## config.mk

```make
export PLATFORM = sky130hd
export DESIGN_NAME = data_mem_ctrl
export DESIGN_NICKNAME = d
export VERILOG_FILES = /design/src/rtl/data_mem_ctrl.sv
export SDC_FILE = /design/constraint.sdc
export NUM_CORES = 1
export LEC_CHECK = 0
export ABC_AREA = 0
export CAP_MARGIN = 0
export CORE_ASPECT_RATIO = 1.1
export CORE_MARGIN = 1.5
export CORE_UTILIZATION = 46
export DETAILED_ROUTE_END_ITERATION = 16
export PLACE_DENSITY = 0.86
export SLEW_MARGIN = 40
export SYNTH_ARGS = -nofsm -noshare
export SYNTH_HDL_FRONTEND = slang
export SYNTH_SLANG_ARGS = --single-unit
```

## constraint.sdc

```tcl
create_clock -name i_clock -period 5.1 [get_ports i_clock]
set_input_delay 0.51 -clock i_clock [delete_from_list [all_inputs] [get_ports i_clock]]
set_output_delay 0.51 -clock i_clock [all_outputs]
set_load 0.03 [all_outputs]
```

## src/rtl/data_mem_ctrl.sv

```systemverilog
// Sequences MEM-stage loads/stores onto a single-port synchronous-read RAM (RMW for sub-word stores).
// Shares the RAM with a low-priority debug read port; stalls the pipeline for the first cycle of multi-cycle accesses.
module data_mem_ctrl #(
  parameter int NB_ADDR    = 32,
  parameter int NB_DATA    = 32,
  parameter int RAM_ADDR_W = 10
) (
  input  logic                  i_clock,
  input  logic                  i_reset,
  input  logic                  i_MEM_mem_read,
  input  logic                  i_MEM_mem_write,
  input  logic                  i_MEM_word_enable,
  input  logic                  i_MEM_halfword_enable,
  input  logic                  i_MEM_byte_enable,
  input  logic [NB_ADDR-1:0]    i_MEM_alu_result,
  input  logic [NB_DATA-1:0]    i_MEM_write_data,
  output logic [NB_DATA-1:0]    o_MEM_mem_data,
  output logic                  o_mem_stall,
  input  logic                  i_du_req,
  input  logic [RAM_ADDR_W-1:0] i_du_addr,
  output logic [NB_DATA-1:0]    o_du_data,
  output logic                  o_du_valid,
  output logic [RAM_ADDR_W-1:0] o_ram_addr,
  output logic                  o_ram_we,
  output logic [NB_DATA-1:0]    o_ram_wdata,
  input  logic [NB_DATA-1:0]    i_ram_rdata
);

  typedef enum logic [1:0] {IDLE, LOAD, RMW, DU_READ} state_t;
  typedef enum logic [1:0] {SZ_BYTE, SZ_HALF, SZ_WORD} size_t;

  state_t                state;
  size_t                 size_d, size_q;
  logic [RAM_ADDR_W-1:0] word_addr, addr_q;
  logic [1:0]            lane_q;
  logic [15:0]           wdata_q;
  logic [NB_DATA-1:0]    hold, load_val, merged;
  logic                  req, du_accept;
  logic                  unused_addr_bits;

  assign unused_addr_bits = ^{i_MEM_alu_result[NB_ADDR-1:RAM_ADDR_W+2]};

  assign req       = i_MEM_mem_read | i_MEM_mem_write;
  assign word_addr = i_MEM_alu_result[RAM_ADDR_W+1:2];
  assign du_accept = !req && i_du_req && !o_du_valid;

  always_comb begin
    size_d = SZ_WORD;
    if (i_MEM_word_enable)          size_d = SZ_WORD;
    else if (i_MEM_halfword_enable) size_d = SZ_HALF;
    else if (i_MEM_byte_enable)     size_d = SZ_BYTE;
  end

  // Lane extraction and merge both work from the registered lane/size.
  always_comb begin
    load_val = i_ram_rdata;
    merged   = i_ram_rdata;
    case (size_q)
      SZ_HALF: begin
        load_val = {{(NB_DATA-16){1'b0}}, i_ram_rdata[{lane_q[1], 4'b0000} +: 16]};
        merged[{lane_q[1], 4'b0000} +: 16] = wdata_q;
      end
      SZ_BYTE: begin
        load_val = {{(NB_DATA-8){1'b0}}, i_ram_rdata[{lane_q, 3'b000} +: 8]};
        merged[{lane_q, 3'b000} +: 8] = wdata_q[7:0];
      end
      default: ;
    endcase
  end

  always_comb begin
    o_ram_addr     = addr_q;
    o_ram_we       = 1'b0;
    o_ram_wdata    = i_MEM_write_data;
    o_mem_stall    = 1'b0;
    o_MEM_mem_data = hold;
    case (state)
      IDLE: begin
        if (req) begin
          o_ram_addr = word_addr;
          if (i_MEM_mem_write && size_d == SZ_WORD) o_ram_we = 1'b1;
          else                                      o_mem_stall = 1'b1;
        end else if (du_accept) begin
          o_ram_addr = i_du_addr;
        end
      end
      LOAD: o_MEM_mem_data = load_val;
      RMW: begin
        o_ram_we    = 1'b1;
        o_ram_wdata = merged;
      end
      default: ;
    endcase
    // Reset kills any in-flight write or stall immediately, not at the next edge.
    if (!i_reset) begin
      o_ram_we    = 1'b0;
      o_mem_stall = 1'b0;
    end
  end

  always_ff @(posedge i_clock or negedge i_reset) begin
    if (!i_reset) begin
      state      <= IDLE;
      size_q     <= SZ_WORD;
      addr_q     <= '0;
      lane_q     <= '0;
      wdata_q    <= '0;
      hold       <= '0;
      o_du_data  <= '0;
      o_du_valid <= 1'b0;
    end else begin
      o_du_valid <= 1'b0;
      case (state)
        IDLE: begin
          if (req) begin
            addr_q  <= word_addr;
            lane_q  <= i_MEM_alu_result[1:0];
            size_q  <= size_d;
            wdata_q <= i_MEM_write_data[15:0];
            if (!i_MEM_mem_write)      state <= LOAD;
            else if (size_d != SZ_WORD) state <= RMW;
          end else if (du_accept) begin
            state <= DU_READ;
          end
        end
        LOAD: begin
          hold  <= load_val;
          state <= IDLE;
        end
        RMW: state <= IDLE;
        DU_READ: begin
          o_du_data  <= i_ram_rdata;
          o_du_valid <= 1'b1;
          state      <= IDLE;
        end
        default: state <= IDLE;
      endcase
    end
  end

endmodule

```

==> metrics.cfg <==
[power_and_ir_drop]
p_sw_uw = 1580
power.internal_uw = 2230
ir_drop_mv = 0.243
power_leakage_uw = 0.00302
clkPwrFrac_pct = 18.9
seqPwrFrac_pct = 32.2
power_density_nw_per_um2 = 505
total_power_uw = 3810
swShare_pct = 41.4
combPwrFrac_pct = 48.9

[hold_path]
min_path_type = primary input to async pin

[sta]
finalMaxSlewViolations = 0
finalSetupViolCount = 0
fin_skew_ps = 9.92
rsz0062_at_grt = no
fmax_mhz = 224
tns_ps = 0
worstMarginPinSlew_ps = 785
fin_crit_sh_pct = 87.5
relSlewSlack_pct = 47.6
hold_violations = 0
period_minus_slack_ps = 4460

[finish]
area_growth_pct = 45.9
drive_above_1_share_pct = 11.5
multiInputGateArea_sq_um = 2550
antennaDiodeCount = 0
final_util_pct = 68.8
fillers = 813
fin_cells = 827
final_nets = 794
final_common_cell = clkdlybuf4s50_1
design_area_sq_um = 7550
final-seq-area_sq_um = 2430
final_cell_mix = clkdlybuf4s50_1, dfrtp_1, nand2_1

[global_routing]
grt_max_degree = 66
grt-ovfl-total = 0
grt_antenna_before_repair = 0
track_usage_pct = 29.0
grt_pass1_wl_mm = 26.7
grt_pass1_vias = 4905

[worst_setup_path]
critPathRequiredTime_ps = 4590
reg2reg_to = hold[2]
reg2reg_from = size_q[1]
endpoint_kind = primary output
critical_path_class = flip-flop to primary output
slowest_delay_ps = 770
crit_fanout = 18
cp_slowest_cell = dfrtp_1
cp_cell_sequence = clkinv_1, ha_1, nor4_2, and4_1, nand2_1, a21oi_1, clkdlybuf4s50_1
cp.arrival_ps = 3950
path_buf_inv = 2
crit_path_start_kind = flip-flop
rrSetupSlack_ps = 2780
crit_family = buffers and inverters
worst-r2r-cell-count = 4

[synthesis]
synthCells = 494
syn_area_sq_um = 5170
synth.distinct_cells = 46
ys_warn_count = 0
synth-seq-cells = 97
ys_seq_area_share_pct = 47.0
avgSynthCellArea_sq_um = 10.5
mappedNetlistNets = 613

[run_status]
status = completed

[drt]
wl_per_cell_um = 20.6
wl_mm = 17.0
ant_nets = 0
drc = 0
via_per_inst = 5.97
drt_iter0_drc = 485
num_vias = 4937
dr.pass1.iters = 5

[clocking]
clock_latency_ps = 360
cts.clk_slew.worst_paths_ps = 80
ctsHtreeMaxLevel = 3
cts.repair.resized = 0
cts_buffers = 9
cts_tree = done
clockBufferDepth = 2
clockRootBuffer = clkbuf_16
hold_buffers = 0
postCtsSetupRepairBufs = 0
cts.sinks = 97

[place]
dpl.hpwl_mm = 12.7
placed_area_sq_um = 7230
numPortBuffers = 202
dp_cells = 811
gp_congestion = 0.929

[floorplanning]
start_util_pct = 47.2
dieHeight_um = 114
coreArea_sq_um = 11000
dieArea_sq_um = 11900
ios = 223
fp.dieW_um = 104
rows = 40

[job]
maxCapViolCount = 0

==> area by class of cell <==
| cell class | count | share of cell area [%] |
|---|---|---|
| Timing Repair Buffer | 206 | 27.2 |
| Multi-Input combinational cell | 357 | 33.8 |
| Clock buffer | 9 | 2.98 |
| Inverter | 4 | 0.199 |
| Clock inverter | 7 | 1.14 |
| Tap cell | 147 | 2.44 |
| Sequential cell | 97 | 32.2 |
==> per-stage QoR <==
| step | hold slack [ps] | setup slack (ps) |
|---|---|---|
| floorplan | 214 | 2360 |
| global placement | 469 | 1280 |
| detailed placement | 476 | 1210 |
| CTS | 124 | 782 |
| global route | 148 | 543 |
| finish | 118 | 640 |
==> cells in the mapped netlist (all sizes together) <==
master | n | area share (%)
nor3 | 3 | 0.48
a222oi | 7 | 1.4
a41oi | 1 | 0.31
and3 | 1 | 0.12
and4 | 2 | 0.34
a22o | 8 | 1.4
buf | 25 | 2.8
o21ai | 36 | 3.5
ha | 5 | 1.2
nor2 | 37 | 3.1
a21o | 2 | 0.29
o21bai | 2 | 0.29
a221o | 15 | 2.9
a21oi | 35 | 3.5
a32oi | 9 | 1.5
inv | 3 | 0.22
clkbuf | 11 | 0.80
a31oi | 2 | 0.24
or2 | 1 | 0.12
dfstp | 1 | 0.51
dfrtp | 96 | 46
nor4bb | 1 | 0.19
nor2b | 3 | 0.36
mux2 | 67 | 15
nand2b | 9 | 1.1
nor3b | 3 | 0.87
nor4 | 1 | 0.24
nand3 | 1 | 0.097
o22ai | 10 | 1.2
clkinv | 1 | 0.073
a221oi | 8 | 1.4
nand2 | 54 | 3.9
and3b | 2 | 0.34
and2 | 15 | 1.8
a22oi | 16 | 2.3
o41ai | 1 | 0.17
==> worst reg2reg max path, delay by kind of cell, from the launching register on <==
family / cells / cell delay, ps
AOI/OAI and AO/OA: 2 / 310
and+or+nand+nor: 2 / 880
DFF: 1 / 1050
==> sequential cells by signal (all words and copies together), names as in the netlist <==
register,cells
o_du_data,32
lane_q,2
addr_q,10
hold,32
size_q,2
state,2
wdata_q,16
o_du_valid,1
==> logic make-up (layout without fill, tap and decap cells) <==
group	count (synthesis)	count (layout)	synth area share, %
flops	97	97	47.0
buf+inv	40	226	3.90
simple gates	133	133	13.1
fa+ha+maj	5	5	1.21
compound gates	152	152	20.3
mux	67	67	14.6
==> per-layer routing <==
metal | wire length (um) | track usage [%]
met5 | 0 | 0
met4 | 819 | 16.7
met3 | 1320 | 6.66
met2 | 8320 | 49.4
met1 | 6590 | 33.9
==> worst max path at each step <==
stage                      end  slack, ps  startpoint  depth (start not counted)
3_5_place_dp   o_ram_wdata[27]       1210   lane_q[1]                          7
3_3_place_gp   o_ram_wdata[13]       1280   lane_q[1]                          7
4_1_cts        o_ram_wdata[12]        780   lane_q[1]                          7
2_1_floorplan  o_ram_wdata[14]       2360   lane_q[1]                          8
6_report       o_ram_wdata[12]        640   lane_q[1]                          7
5_1_grt        o_ram_wdata[12]        540   lane_q[1]                          7
==> power groups by stage <==
stage | clock network, uW | registers [uW] | logic (uW)
final | 720 | 1230 | 1860
after floorplan | 0 | 1400 | 886
after global placement | 0 | 1220 | 1810
after detailed placement | 0 | 1240 | 1850
after global routing | 759 | 1260 | 1960
after CTS | 724 | 1230 | 1860
Note: power is estimated with default switching activity, not from simulation.
